**config.mk**
```make
export PLATFORM = sky130hd
export DESIGN_NAME = gumnut_alu_seq
export DESIGN_NICKNAME = d
export VERILOG_FILES = /design/src/rtl/gumnut_alu_seq.sv
export SDC_FILE = /design/constraint.sdc
export NUM_CORES = 1
export LEC_CHECK = 0
export BUFFER_PORTS_ARGS = -buffer_cell sky130_fd_sc_hd__clkbuf_2
export CAP_MARGIN = 0
export CORE_MARGIN = 1
export CORE_UTILIZATION = 55
export CTS_BUF_LIST = sky130_fd_sc_hd__clkbuf_4 sky130_fd_sc_hd__clkbuf_8 sky130_fd_sc_hd__clkbuf_16
export DETAILED_ROUTE_END_ITERATION = 7
export PLACE_DENSITY_LB_ADDON = 0.08
export SLEW_MARGIN = 20
export SYNTH_ARGS = -nofsm -noshare
export SYNTH_HDL_FRONTEND = slang
export SYNTH_SLANG_ARGS = --single-unit
```
**constraint.sdc**
```tcl
create_clock -name clk -period 2.3 [get_ports clk]
set_clock_uncertainty 0.2 [all_clocks]
set_input_delay 0.46 -clock clk [delete_from_list [all_inputs] [get_ports clk]]
set_output_delay 0.46 -clock clk [all_outputs]
set_load 0.01 [all_outputs]
```
**src/rtl/gumnut_alu_seq.sv**
```systemverilog
// Gumnut ALU/shifter with valid/ready handshake and architectural carry/zero flags.
// Shifts complete in one cycle (barrel) or one bit per cycle when ITERATIVE != 0.
module gumnut_alu_seq #(
  parameter int DW        = 8,
  parameter int CW        = 3,
  parameter int ITERATIVE = 0
) (
  input  logic          clk,
  input  logic          rst,
  input  logic          in_valid,
  output logic          in_ready,
  input  logic          op_shift,
  input  logic [2:0]    alu_fn,
  input  logic [1:0]    shift_fn,
  input  logic [DW-1:0] opa,
  input  logic [DW-1:0] opb,
  input  logic [CW-1:0] count,
  input  logic          flags_we,
  output logic          out_valid,
  output logic [DW-1:0] result,
  output logic          res_c,
  output logic          res_z,
  output logic          cc_c,
  output logic          cc_z
);

  typedef enum logic {IDLE = 1'b0, RUN = 1'b1} state_t;

  state_t        state_q, state_d;
  logic [DW-1:0] result_q, result_d;
  logic          res_c_q, res_c_d, res_z_q, res_z_d;
  logic          cc_c_q, cc_c_d, cc_z_q, cc_z_d;
  logic          out_valid_q, out_valid_d;
  logic [DW-1:0] sh_q, sh_d;
  logic [CW-1:0] rem_q, rem_d;
  logic [1:0]    fn_q, fn_d;
  logic          fwe_q, fwe_d;

  logic          accept, iter_start, done;
  logic [DW:0]   alu_sum, sw;
  logic [DW-1:0] imm_res, step_sh;
  logic          imm_c, step_c;

  assign in_ready   = (state_q == IDLE) & ~rst;
  assign accept     = in_valid & in_ready;
  assign iter_start = accept & op_shift & (ITERATIVE != 0) & (count != '0);
  assign done       = (state_q == RUN) && (rem_q == CW'(1));

  // Single-cycle result; the extra MSB/LSB of alu_sum and sw carries res_c.
  always_comb begin
    alu_sum = '0;
    sw      = '0;
    imm_res = '0;
    imm_c   = 1'b0;
    if (!op_shift) begin
      unique case (alu_fn)
        3'b000: alu_sum = {1'b0, opa} + {1'b0, opb};
        3'b001: alu_sum = {1'b0, opa} + {1'b0, opb} + {{DW{1'b0}}, cc_c_q};
        3'b010: alu_sum = {1'b0, opa} - {1'b0, opb};
        3'b011: alu_sum = {1'b0, opa} - {1'b0, opb} - {{DW{1'b0}}, cc_c_q};
        3'b100: alu_sum = {1'b0, opa & opb};
        3'b101: alu_sum = {1'b0, opa | opb};
        3'b110: alu_sum = {1'b0, opa ^ opb};
        default: alu_sum = {1'b0, opa & ~opb};
      endcase
      imm_res = alu_sum[DW-1:0];
      imm_c   = alu_sum[DW];
    end else begin
      unique case (shift_fn)
        2'b00: begin
          sw      = {1'b0, opa} << count;
          imm_res = sw[DW-1:0];
          imm_c   = sw[DW];
        end
        2'b01: begin
          sw      = {opa, 1'b0} >> count;
          imm_res = sw[DW:1];
          imm_c   = sw[0];
        end
        2'b10: begin
          imm_res = (opa << count) | (opa >> (DW - int'(count)));
          imm_c   = imm_res[0];
        end
        default: begin
          imm_res = (opa >> count) | (opa << (DW - int'(count)));
          imm_c   = imm_res[DW-1];
        end
      endcase
    end
  end

  // One iterative step; the bit leaving the word is the carry for every shift kind.
  always_comb begin
    step_sh = sh_q;
    step_c  = 1'b0;
    unique case (fn_q)
      2'b00:   begin step_sh = sh_q << 1;                   step_c = sh_q[DW-1]; end
      2'b01:   begin step_sh = sh_q >> 1;                   step_c = sh_q[0];    end
      2'b10:   begin step_sh = {sh_q[DW-2:0], sh_q[DW-1]}; step_c = sh_q[DW-1]; end
      default: begin step_sh = {sh_q[0], sh_q[DW-1:1]};    step_c = sh_q[0];    end
    endcase
  end

  always_ff @(posedge clk or posedge rst) begin
    if (rst) begin
      state_q     <= IDLE;
      result_q    <= '0;
      res_c_q     <= 1'b0;
      res_z_q     <= 1'b0;
      cc_c_q      <= 1'b0;
      cc_z_q      <= 1'b0;
      out_valid_q <= 1'b0;
      sh_q        <= '0;
      rem_q       <= '0;
      fn_q        <= '0;
      fwe_q       <= 1'b0;
    end else begin
      state_q     <= state_d;
      result_q    <= result_d;
      res_c_q     <= res_c_d;
      res_z_q     <= res_z_d;
      cc_c_q      <= cc_c_d;
      cc_z_q      <= cc_z_d;
      out_valid_q <= out_valid_d;
      sh_q        <= sh_d;
      rem_q       <= rem_d;
      fn_q        <= fn_d;
      fwe_q       <= fwe_d;
    end
  end

  always_comb begin
    state_d = state_q;
    unique case (state_q)
      IDLE:    if (iter_start) state_d = RUN;
      RUN:     if (done) state_d = IDLE;
      default: state_d = IDLE;
    endcase
  end

  always_comb begin
    out_valid_d = 1'b0;
    result_d    = result_q;
    res_c_d     = res_c_q;
    res_z_d     = res_z_q;
    cc_c_d      = cc_c_q;
    cc_z_d      = cc_z_q;
    sh_d        = sh_q;
    rem_d       = rem_q;
    fn_d        = fn_q;
    fwe_d       = fwe_q;
    if (accept && !iter_start) begin
      out_valid_d = 1'b1;
      result_d    = imm_res;
      res_c_d     = imm_c;
      res_z_d     = (imm_res == '0);
      if (flags_we) begin
        cc_c_d = imm_c;
        cc_z_d = (imm_res == '0);
      end
    end
    if (iter_start) begin
      sh_d  = opa;
      rem_d = count;
      fn_d  = shift_fn;
      fwe_d = flags_we;
    end
    if (state_q == RUN) begin
      sh_d  = step_sh;
      rem_d = rem_q - CW'(1);
      if (done) begin
        out_valid_d = 1'b1;
        result_d    = step_sh;
        res_c_d     = step_c;
        res_z_d     = (step_sh == '0);
        if (fwe_q) begin
          cc_c_d = step_c;
          cc_z_d = (step_sh == '0);
        end
      end
    end
  end

  assign out_valid = out_valid_q;
  assign result    = result_q;
  assign res_c     = res_c_q;
  assign res_z     = res_z_q;
  assign cc_c      = cc_c_q;
  assign cc_z      = cc_z_q;

endmodule
```
==> results.md, run 1 <==
- Fraction of registers with async set/reset: 1.00
- Overflow after GRT: 28
- Largest family of logic cells by synthesized area: compound AO/OA/AOI/OAI gates
- EDFF count, synth: 0
- Post-Synth Adder-Cell Area: 0.114
- Clock buffer depth: 2
- Yosys reg bits: 17
- Initial Util: 0.580
- H-tree depth: 1
- Post-synth top area share: 0.113
- Sequential share of the synthesized area: 0.113
- Dominant cells by area after synthesis: dfrtp_1 (11%), ha_1 (10%), mux2i_1 (5.9%)
- Worst EP kind: sequential cell input
- Final GP Congestion: between 1 and 1.5
- Xor and xnor area share after synthesis: 0.0467
- Post-DP HPWL: around 13,000 um
- Hold_buf cts: 0
- Stopping stage: global routing (5_1_grt)
- All-Layer GR Usage: 0.711
- Rows: 29
- Mean area per synthesized cell: 7.13 um^2
- Die height: around 85 um
- Log Error: [ERROR GRT-0232] Routing congestion too high. Check the congestion heatmap in the GUI.
- GRT repair_timing worst endpoint: cc_z$_DFFE_PP0P_/D
- Synth warn: 0
- Commonest cells in the netlist: nand2_1 (57), nor2_1 (47), inv_1 (37), a21oi_1 (36), ha_1 (31)
- Root Driver: clkbuf_8
- Multiplexer share of the synthesized area: 0.0948
- Top Ports: 43
- CTS Buf Count: 3
- Most frequent cell after synthesis: nand2_1
- Synth Flop Type: dfrtp_1
- Syn_nets: slightly below 600
- PortBufs: 42
- Synth Instances: about 530
- Synth unique cells: 73
- Chip width: ~85 um
- Largest net degree at the start of global routing: 18
- Run status: stopped before the end
- Mapped Area: between 3000 and 4000 um^2
- Num Clock Sinks: 17
- Post-Place Worst Slack: -1210 ps
- Largest area contributor in the netlist: dfrtp_1
- Post-synthesis simple-gate area fraction: 0.235
- Synth Area in Compound Gates: 0.311
## timing repair
item / 4_1_cts
resized for setup: 69
endpoints found under the setup margin: 12
hold endpoints to repair: 0
setup buffers: 9
pin swaps: 46
cloned: 0
## through the flow
step,cells,cell area (um^2)
3_3_place_gp,781,5400
3_5_place_dp,781,5400
2_1_floorplan,526,4010
4_1_cts,794,5860
## metal layers
layer  overflow  GRT usage
met1          1      0.728
met2         12      0.924
met3          3      0.493
met4         12      0.701
met5          0     0.0909
## cells by family after synthesis
logic type,Yosys count
multiplexers,31
flip-flops,17
AO/OA/AOI/OAI,166
adder cells (fa/ha/maj),33
AND/OR/NAND/NOR,181
buffers and inverters,78
XOR/XNOR,20
==> inputs of run 2 (changes only) <==
--- a/config.mk
+++ b/config.mk
@@ -8,10 +8,9 @@
 export BUFFER_PORTS_ARGS = -buffer_cell sky130_fd_sc_hd__clkbuf_2
 export CAP_MARGIN = 0
 export CORE_MARGIN = 1
-export CORE_UTILIZATION = 55
-export CTS_BUF_LIST = sky130_fd_sc_hd__clkbuf_4 sky130_fd_sc_hd__clkbuf_8 sky130_fd_sc_hd__clkbuf_16
+export CORE_UTILIZATION = 40
 export DETAILED_ROUTE_END_ITERATION = 7
-export PLACE_DENSITY_LB_ADDON = 0.08
+export PLACE_DENSITY_LB_ADDON = 0.15
 export SLEW_MARGIN = 20
 export SYNTH_ARGS = -nofsm -noshare
 export SYNTH_HDL_FRONTEND = slang
==> constraint.sdc (replaced) <==
create_clock -name clk -period 3 [get_ports clk]
set_clock_uncertainty 0.2 [all_clocks]
set_input_delay 0.6 -clock clk [delete_from_list [all_inputs] [get_ports clk]]
set_output_delay 0.6 -clock clk [all_outputs]
set_load 0.01 [all_outputs]
==> run 2 against run 1 <==
Compared with the run above: the flow now finishes, with violations (design-rule violations, negative setup slack); synthesized area did not move; synthesized cell count did not move.
==> results.md, run 2 <==
- # DRC: 1
- Setup_tns: -1200 ps
- All-Layer GR Usage: 0.284
- Final Hold Vio Count: 0
- # nets final: 744
- DR WL/cell: between 15 and 20 um
- Die height: ~99 um
- Synth Flop Type: dfrtp_1
- FILL cells: ~800
- Worst skew pair latency: between 200 and 250 ps
- EDFF count, synth: 0
- Tmin final: ~3200 ps
- Power Dens Cells: approximately 280 nW/um^2
- Failing checks: design-rule violations, negative setup slack
- Post-Place Cells: just under 800
- Vias in the first global route: between 4,000 and 5,000
- DR pass1 iterations: 7
- Post-DP HPWL: ~11,000 um
- Kind of critical path: input pin to flop
- Overflow after GRT: 0
- DR vias: 4,702
- CP Capture Type: flop
- Final period utilization: 1.08
- Post-synth top area share: 0.113
- Sequential share of the synthesized area: 0.113
- Run status: finished, violations left
- CP peak stage delay: 390 ps
- Fraction of registers with async set/reset: 1.00
- Synth unique cells: 73
- CP max stage cell: fa_2
- Die area: between 9000 and 10,000 um^2
- Most common cell after layout, fill and taps aside: buf_4
- Initial DRC count: 453
- Largest net degree at the start of global routing: 22
- ANT nets after route: 0
- Setup Viol. Count Final: 7
- H-tree depth: 1
- Leak pwr: around 2.5 nW
- Core Area: a little under 9000 um^2
- Slew Limit Fails: 0
- PnR worst setup slack: -241 ps
- Synth warn: 0
- Commonest cells after routing, fill and taps aside: buf_4 (141), nand2_1 (57), nor2_1 (45)
- Worst slew pin tran: 607 ps
- Most frequent cell after synthesis: nand2_1
- CP Max Fanout: 4
- Worst path required time: 2970 ps
- Hold_buf cts: 0
- Syn_nets: just under 600
- Vias/cell: just under 6
- Final Util: 0.632
- Relative slew slack: 0.595
- Clock slew at reported path FFs: 60 ps
- CP cell instances: clkbuf_16, ha_4, fa_2, buf_6, a211oi_2, o21ai_0, o211ai_1, buf_4, nor4_2, and3_1, nor4_2, o32ai_4, buf_4, o21ai_1
- Highest clock rate: 309 MHz
- Yosys reg bits: 17
- Largest area contributor in the netlist: dfrtp_1
- Commonest cells in the netlist: nand2_1 (57), nor2_1 (47), inv_1 (37), a21oi_1 (36), ha_1 (31)
- Initial Util: 0.422
- First-pass GRT wire length: roughly 22,000 um
- TritonCTS clock tree: yes
- Area Overhead vs Synth: 49.8%
- Dominant cells by area after synthesis: dfrtp_1 (11%), ha_1 (10%), mux2i_1 (5.9%)
- Root Driver: clkbuf_8
- Layout cell share with drive strength beyond 1: 0.404
- Initial antenna violation count: 1
- Min-delay worst type: input pin to async pin
- Max reg flops: 8
- Synth Instances: around 530
- Rows: 34
- Worst Path Arrival: roughly 3200 ps
- Delay-heaviest family, CP: compound AO/OA/AOI/OAI gates
- Mapped Area: 3750 um^2
- Total power: around 1.6 mW
- Final GP Congestion: between 1 and 1.5
- Peak supply drop: approximately 0.00017 V
- Top Ports: 43
- Clock buffer depth: 2
- Mean area per synthesized cell: 7.13 um^2
- Max_cap viols: 0
- Unrepaired setup endpoints after global routing: yes
- Antenna cell count: 0
- CTS Buf Count: 3
- PortBufs: 42
- Drt total wl: approximately 14,000 um
- Fin cells: between 700 and 800
- WP buf/inv: 4
- Chip width: around 100 um
- Crit start category: input pin
- Num Clock Sinks: 17
[run 2: layout make-up]
cell class | instances | area (um^2) | share of cell area
repair buffers | 189 | 1410 | 0.250
flip-flops and latches | 17 | 425 | 0.0757
inverters | 40 | 160 | 0.0285
clock buffers | 4 | 45.0 | 0.00802
well taps | 108 | 135 | 0.0241
multi-input cells | 431 | 3440 | 0.613
[run 2: per-stage QoR]
step / setup slack [ps] / cell area, um^2 / hold slack [ps]
after CTS: -229 / 5330 / 238
after global routing: -351 / 5620 / 279
after floorplan: -250 / 3880 / 246
after global placement: -591 / 5070 / 262
after detailed placement: -627 / 5070 / 266
final: -241 / 5620 / 218
[run 2: repair_timing]
item / in CTS / in global routing
endpoints found under the setup margin: 8 / 8
setup buffers: 2 / 8
pin swaps: 20 / 34
gates resized for setup: 36 / 45
[run 2: logic make-up after synthesis]
group,after synthesis,synth area share
and+or+nand+nor,181,0.235
muxes,31,0.0948
buffers and inverters,78,0.0844
AOI/OAI and AO/OA,166,0.311
adders and majority gates,33,0.114
xor gates and xnor gates,20,0.0467
DFF,17,0.113
[run 2: layer usage]
metal | vias up | track usage | wire, um
met1 | 2186 | 0.397 | 6370
met4 | 0 | 0.0735 | 371
met2 | 229 | 0.467 | 6480
met3 | 33 | 0.0262 | 1000
li1 | 2254 | - | -
met5 | - | 0 | 0
[run 2: worst paths after layout]
check / startpoint / to / slack [ps] / cells after the start
setup reg to reg: cc_c / res_z / 330 / 10
setup / recovery: opa[0] / result[7] / -240 / 14
hold / removal: rst / result[5] / 220 / 2
max in group asynchronous: rst / result[0] / 1990 / 2
hold reg to reg: rem_q[2] / rem_q[2] / 280 / 1
min in group clk: rem_q[2] / rem_q[2] / 280 / 1
[run 2: where the power goes]
part / internal, mW / switching (mW) / leakage (nW)
combinational: 0.539 / 0.587 / 2.27
sequential: 0.256 / 0.0163 / 0.220
clock: 0.0938 / 0.0676 / 0.0228
total: 0.889 / 0.671 / 2.51
(Power assumes the default switching activity.)
